--- config.mk ---
export PLATFORM = sky130hd
export DESIGN_NAME = fifo_sync_param
export DESIGN_NICKNAME = d
export VERILOG_FILES = /design/src/rtl/fifo_sync_param.sv
export SDC_FILE = /design/constraint.sdc
export NUM_CORES = 1
export LEC_CHECK = 0
export ABC_AREA = 1
export CORE_ASPECT_RATIO = 1.4
export CORE_MARGIN = 2
export CORE_UTILIZATION = 33
export CTS_CLUSTER_DIAMETER = 40
export DETAILED_ROUTE_END_ITERATION = 16
export PLACE_DENSITY = 0.54
export SETUP_SLACK_MARGIN = 0.2
export SYNTH_ARGS = -nofsm -noshare
export SYNTH_HDL_FRONTEND = slang
export SYNTH_SLANG_ARGS = --single-unit
export TNS_END_PERCENT = 1
--- constraint.sdc ---
create_clock -name clk -period 2 [get_ports clk]
set_input_delay 0.3 -clock clk [delete_from_list [all_inputs] [get_ports clk]]
set_output_delay 0.3 -clock clk [all_outputs]
set_load 0.005 [all_outputs]
--- src/rtl/fifo_sync_param.sv ---
// Parametrised single-clock FIFO with internal pointers, occupancy count,
// threshold flags and one-cycle overflow/underflow pulses.
module fifo_sync_param #(
   parameter int DATA_WIDTH      = 12,
   parameter int ADDR_WIDTH      = 3,
   parameter int ALMOST_FULL_TH  = 6,
   parameter int ALMOST_EMPTY_TH = 2
) (
   input  logic                  clk,
   input  logic                  reset,
   input  logic                  wr_en,
   input  logic [DATA_WIDTH-1:0] data_in,
   input  logic                  rd_en,
   output logic [DATA_WIDTH-1:0] data_out,
   output logic                  valid,
   output logic                  full,
   output logic                  empty,
   output logic                  almost_full,
   output logic                  almost_empty,
   output logic [ADDR_WIDTH:0]   count,
   output logic                  overflow,
   output logic                  underflow
);

   localparam int CW = ADDR_WIDTH + 1;
   localparam logic [ADDR_WIDTH:0] DEPTH_C = CW'(2 ** ADDR_WIDTH);
   localparam logic [ADDR_WIDTH:0] AF_TH   = CW'(ALMOST_FULL_TH);
   localparam logic [ADDR_WIDTH:0] AE_TH   = CW'(ALMOST_EMPTY_TH);

   logic [DATA_WIDTH-1:0] mem [2 ** ADDR_WIDTH];
   logic [ADDR_WIDTH-1:0] wr_ptr;
   logic [ADDR_WIDTH-1:0] rd_ptr;
   logic                  rd_ok;
   logic                  wr_ok;

   // A read frees a slot in the same cycle, so a full FIFO still takes a write.
   assign rd_ok = rd_en && !empty;
   assign wr_ok = wr_en && (!full || rd_ok);

   assign full         = (count == DEPTH_C);
   assign empty        = (count == '0);
   assign almost_full  = (count >= AF_TH);
   assign almost_empty = (count <= AE_TH);

   // NOTE: storage has no reset; clearing a RAM array costs a mux per bit and
   // the pointers already guarantee unwritten entries are never read.
   always_ff @(posedge clk) begin
      if (wr_ok) mem[wr_ptr] <= data_in;
   end

   // NOTE: all sequential state uses non-blocking assignments so that the
   // read of mem[rd_ptr] sees the pre-edge value even when wr_ptr == rd_ptr.
   always_ff @(posedge clk or posedge reset) begin
      if (reset) begin
         wr_ptr    <= '0;
         rd_ptr    <= '0;
         count     <= '0;
         data_out  <= '0;
         valid     <= 1'b0;
         overflow  <= 1'b0;
         underflow <= 1'b0;
      end else begin
         valid     <= rd_ok;
         overflow  <= wr_en && !wr_ok;
         underflow <= rd_en && !rd_ok;
         if (rd_ok) begin
            data_out <= mem[rd_ptr];
            rd_ptr   <= rd_ptr + ADDR_WIDTH'(1);
         end
         if (wr_ok) wr_ptr <= wr_ptr + ADDR_WIDTH'(1);
         case ({wr_ok, rd_ok})
            2'b10:   count <= count + CW'(1);
            2'b01:   count <= count - CW'(1);
            default: count <= count;
         endcase
      end
   end

endmodule

## Yosys cells after proc, flatten, opt, wreduce, memory -nomap -nowiden

Memories as Yosys holds them, arrays and structs flattened. A register that Yosys moved wholly into a read port is not among the register bits.
Cells that the tools add are included.

- Muxes and demuxes: 3
- Add/subtract/negate cells: 4
- Reductions and logical operators: 11
- Equality and inequality tests: 3
- Order comparisons: 2

Operators by type and width:

| operator | count |
|---|---|
| one-hot mux 4 bit (2 select lines) | 1 |
| adder 3 x 1 -> 3 bit, second input constant | 2 |
| adder 4 x 1 -> 4 bit, second input constant | 1 |
| equality test 4 bit, second input constant | 1 |
| >= comparator 4 x 3 -> 1 bit, second input constant | 1 |
| less-or-equal comparator 4 x 2 -> 1 bit, second input constant | 1 |
| logical AND 1 bit | 4 |
| zero test 1 bit | 4 |
| zero test 4 bit | 1 |
| subtractor 4 x 1 -> 4 bit, second input constant | 1 |
| equality test 2 x 1 -> 1 bit, second input constant | 1 |
| equality test 2 bit, second input constant | 1 |
| two-way mux 1 bit | 2 |
| nonzero test 2 bit | 1 |
| logical OR 1 bit | 1 |

- RAM bits: 96
- Memories: 1
- Input bits: 16
- Output and inout bits: 23
- Flip-flop bits (word level): 13
- Logic and storage cells: 30

Memories:

| name | depth | bits a word | read ports | clocked after Yosys merged registers in | write ports | line | source |
|---|---|---|---|---|---|---|---|
| mem | 8 | 12 | 1 | 1 | 1 | 30 | `logic [DATA_WIDTH-1:0] mem [2 ** ADDR_WIDTH];` |

## Depth between registers and ports, before layout

- Depth after elaboration: 7
- Depth in mapped cells: 14
- Gate-level depth less buffers: 14

## Worst setup path before layout

Ideal clock, no wire load.

- Path type: register -> register
- Start point: register count[0]
- End point: memory mem[1][0] (enable)
- Period minus slack after synthesis: 2.083 ns
- Path buffers: 0
- Path slack: -0.083 ns
- Required time: 1.604 ns
- Stages on the path, launching flop included: 7
- Arrival: 1.686 ns
- Library setup time: 0.396 ns
- Cell sequence: dfrtp_1 nor2_2 nand3_2 inv_1 nand2_2 nand2_4 nor3_1

- Elaborated cells between the ends (all ways): 9
- Classes of those cells: eq/ne: 1; mux: 2; reduce/logical: 6

RTL lines:

| item | line | source |
|---|---|---|
| start: declaration | 20 | `output logic [ADDR_WIDTH:0] count,` |
| start signal: assignment | 72 | `2'b10: count <= count + CW'(1);` |
| start signal: assignment | 73 | `2'b01: count <= count - CW'(1);` |
| start signal: assignment | 74 | `default: count <= count;` |
| equality test 4 bit | 40 | `assign full = (count == DEPTH_C);` |
| via full | 16 | `output logic full,` |
| zero test 1 bit | 38 | `assign wr_ok = wr_en && (!full \|\| rd_ok);` |
| logical OR 1 bit | 38 |  |
| logical AND 1 bit | 38 |  |
| two-way mux 1 bit | 48 | `if (wr_ok) mem[wr_ptr] <= data_in;` |
| two-way mux 1 bit (implied by the code) | 48 |  |
| end: declaration | 30 |  |

The timed path passes the listed nets, and every way through them passes these cells.

## Worst setup path in the final report

- Start point: register count[3]
- End point: output empty

- Cells in the longest elaborated chain, start to end: 1

Ends and longest elaborated chain:

| item | line | source |
|---|---|---|
| zero test 4 bit | 41 | `assign empty = (count == '0);` |
| end: declaration | 17 | `output logic empty,` |

Every way passes these cells.

==> flow_metrics.py <==
metrics = {
    "clock_network": {
        "insertion_delay_ps": 410,
        "cts_root_buf": "clkbuf_16",
        "clock-sinks": 121,
        "cts_buffer_depth": 2,
        "ctsHtreeMaxLevel": 4,
        "cts-hold-fix-buffers": 0,
        "cts-buffers-inserted": 17,
        "cts_tree": "done",
        "clkTransAtPathRegs_ps": 50,
    },
    "grt": {
        "antenna_found_initial": 0,
        "grt_pass1_wl_um": 17200,
        "grt_overflow": 0,
        "grt_max_degree": 31,
        "grt_pass1_vias": 3298,
        "track_usage": 0.145,
    },
    "critical_path": {
        "crit_type": "flip-flop to output pin",
        "crit_family": "buffers and inverters",
        "critical_path_peak_fanout": 3,
        "cp.required_ps": 1700,
        "critPathBufInv": 2,
        "critical_path.max_stage_delay_ps": 500,
        "cp-start-kind": "flip-flop",
        "slowest_stage": "clkdlybuf4s50_1",
        "crit_path_end_kind": "output pin",
        "worstPathCellList": "nor2_2 -> nand2_2 -> inv_1 -> clkdlybuf4s50_1",
        "cp.arrival_ps": 1610,
    },
    "synthesis": {
        "yosysMostFrequentCell": "edfxtp_1",
        "synth.avg_cell_area_um2": 12.4,
        "async_reset_ff_frac": 0.207,
        "synthTopCellsByArea": "edfxtp_1, dfrtp_1, nor2_1",
        "yosysWarnings": 0,
        "synth_common_cells": "edfxtp_1, nor2_1, nand2_1, o21ai_0, dfrtp_1",
        "synth_top_area_frac": 0.585,
        "ys_seq_elements": 121,
        "synth_edf_count": 96,
        "synthCells": 398,
        "syn_area_um2": 4930,
        "synth_nets": 419,
        "synth-seq-area-share": 0.712,
        "synthFlopType": "edfxtp_1",
        "yosysUniqueCellTypes": 29,
        "synth_area_leader_cell": "edfxtp_1",
    },
    "finish": {
        "synthToLayoutAreaGrowth_pct": 29.8,
        "fin_nets": 489,
        "antenna_cells": 0,
        "drive_gt1_frac": 0.164,
    },
    "timing": {
        "tightest_slew_ps": 387,
        "period_minus_slack_ps": 1910,
        "max-slew-margin-rel": 0.742,
        "finClkSkew_ps": 9.98,
        "clock.fmax_ghz": 0.525,
        "slew_violations": 0,
        "grt_setup_unrepaired": "yes",
        "post-route-period-util": 0.953,
        "setup_viol": 0,
        "hold_slack_ps": 274,
        "finalHoldViolCount": 0,
    },
    "place": {
        "numPortBuffers": 38,
        "place_congestion": 0.845,
        "hpwlAfterDp_um": 6660,
    },
    "run_status": {
        "status": "finished, final reports clean",
    },
    "floorplanning": {
        "fp.dieH_um": 149,
        "core-area_um2": 14500,
        "io_pins": 39,
        "die_w_um": 107,
        "die_area_um2": 15900,
        "start_util": 0.340,
        "rows": 52,
    },
    "routing": {
        "drtIter0Drc": 142,
        "routed_via_density": 4.69,
        "wire_per_inst_um": 15.6,
        "firstDrtPassIters": 4,
        "ant_nets": 0,
        "vias": 3140,
        "wirelength_um": 10500,
        "drc": 0,
    },
    "power": {
        "total_power_uw": 9720,
        "ir_worst_vdd_mv": 0.692,
        "static-leakage-power_uw": 0.00241,
        "p_per_area_nw_per_um2": 1520,
    },
    "run": {
        "drv_cap": 0,
    },
    "worst_hold_path": {
        "min_path_type": "input pin to asynchronous set/reset pin",
    },
}
==> report_power, final <==
group / internal [uW] / switching, uW
sequential: 3220 / 196
clock: 2260 / 1000
combinational: 1310 / 1730
total: 6800 / 2930
==> per-layer routing <==
layer / routed length (um) / track usage / share of wire
met5: 0 / 0 / 0
met3: 389 / 0.0377 / 0.037
met2: 5340 / 0.240 / 0.51
met1: 4410 / 0.172 / 0.42
met4: 325 / 0.0747 / 0.031
==> timing repair <==
| item | CTS | global route |
|---|---|---|
| pin swaps | 1 | 0 |
| gates resized for setup | 7 | 3 |
| endpoints found under the setup margin | 5 | 19 |
| hold endpoints to repair | 0 | 0 |
| buffers inserted | 1 | 0 |
==> tightest hold or removal path, delay by kind of cell <==
family / cells / cell delay, ps
buf+inv: 3 / 790
==> registers in the layout (all words and copies together) (netlist names) <==
signal,cells
rd_ptr,3
count,4
valid,1
overflow,1
mem,96
data_out,12
wr_ptr,3
underflow,1
==> cell families after synthesis <==
family	after synthesis	share of synthesized area
fa+ha+maj	5	0.0142
buf+inv	38	0.0414
xor+xnor	5	0.00889
simple gates	151	0.132
flops	121	0.712
compound gates	78	0.0914
==> final timing paths <==
check,startpoint,endpoint,slack (ps),cells after the start
min in group clk,data_out[2],data_out[2],480,2
max,count[3],empty,90,4
min,reset,data_out[6],270,3
min reg2reg,data_out[2],data_out[2],480,2
max reg2reg,count[3],count[3],210,13
max in group asynchronous,reset,wr_ptr[1],1440,3
==> metrics by stage <==
step	cells	setup slack, ps	util	area (um^2)	TNS, ps
floorplan	398	-82.6	-	4930	-3960
global placement	637	59.3	0.396	5740	0
detailed placement	637	-15.4	0.396	5740	-15.4
CTS	670	51.3	0.440	6390	0
global route	670	17.5	0.441	6400	0
finish	670	94.9	0.441	6400	0
==> area by class of cell <==
class,instances,area [um^2]
fill,1305,8110
sequential,121,3510
multi-input combinational,239,1250
timing repair buffer,70,696
clock buffer,22,464
tap,189,236
clock inverter,10,173
inverter,19,73.8
==> placed cells by master (no fill, tap or decap), drive strengths merged <==
| cell | n |
|---|---|
| nor3 | 4 |
| edfxtp | 96 |
| a21oi | 3 |
| dlymetal6s2s | 1 |
| nor2 | 83 |
| xnor2 | 1 |
| clkdlybuf4s50 | 35 |
| xor2 | 4 |
| inv | 19 |
| dfrtp | 25 |
| buf | 32 |
| fa | 1 |
| o21ai | 51 |
| o211ai | 24 |
| ha | 4 |
| clkinv | 5 |
| bufinv | 5 |
| clkbuf | 22 |
| nand2 | 44 |
| nand3 | 20 |
| dlygate4sd2 | 2 |
Power figures use the tool's default switching activity.
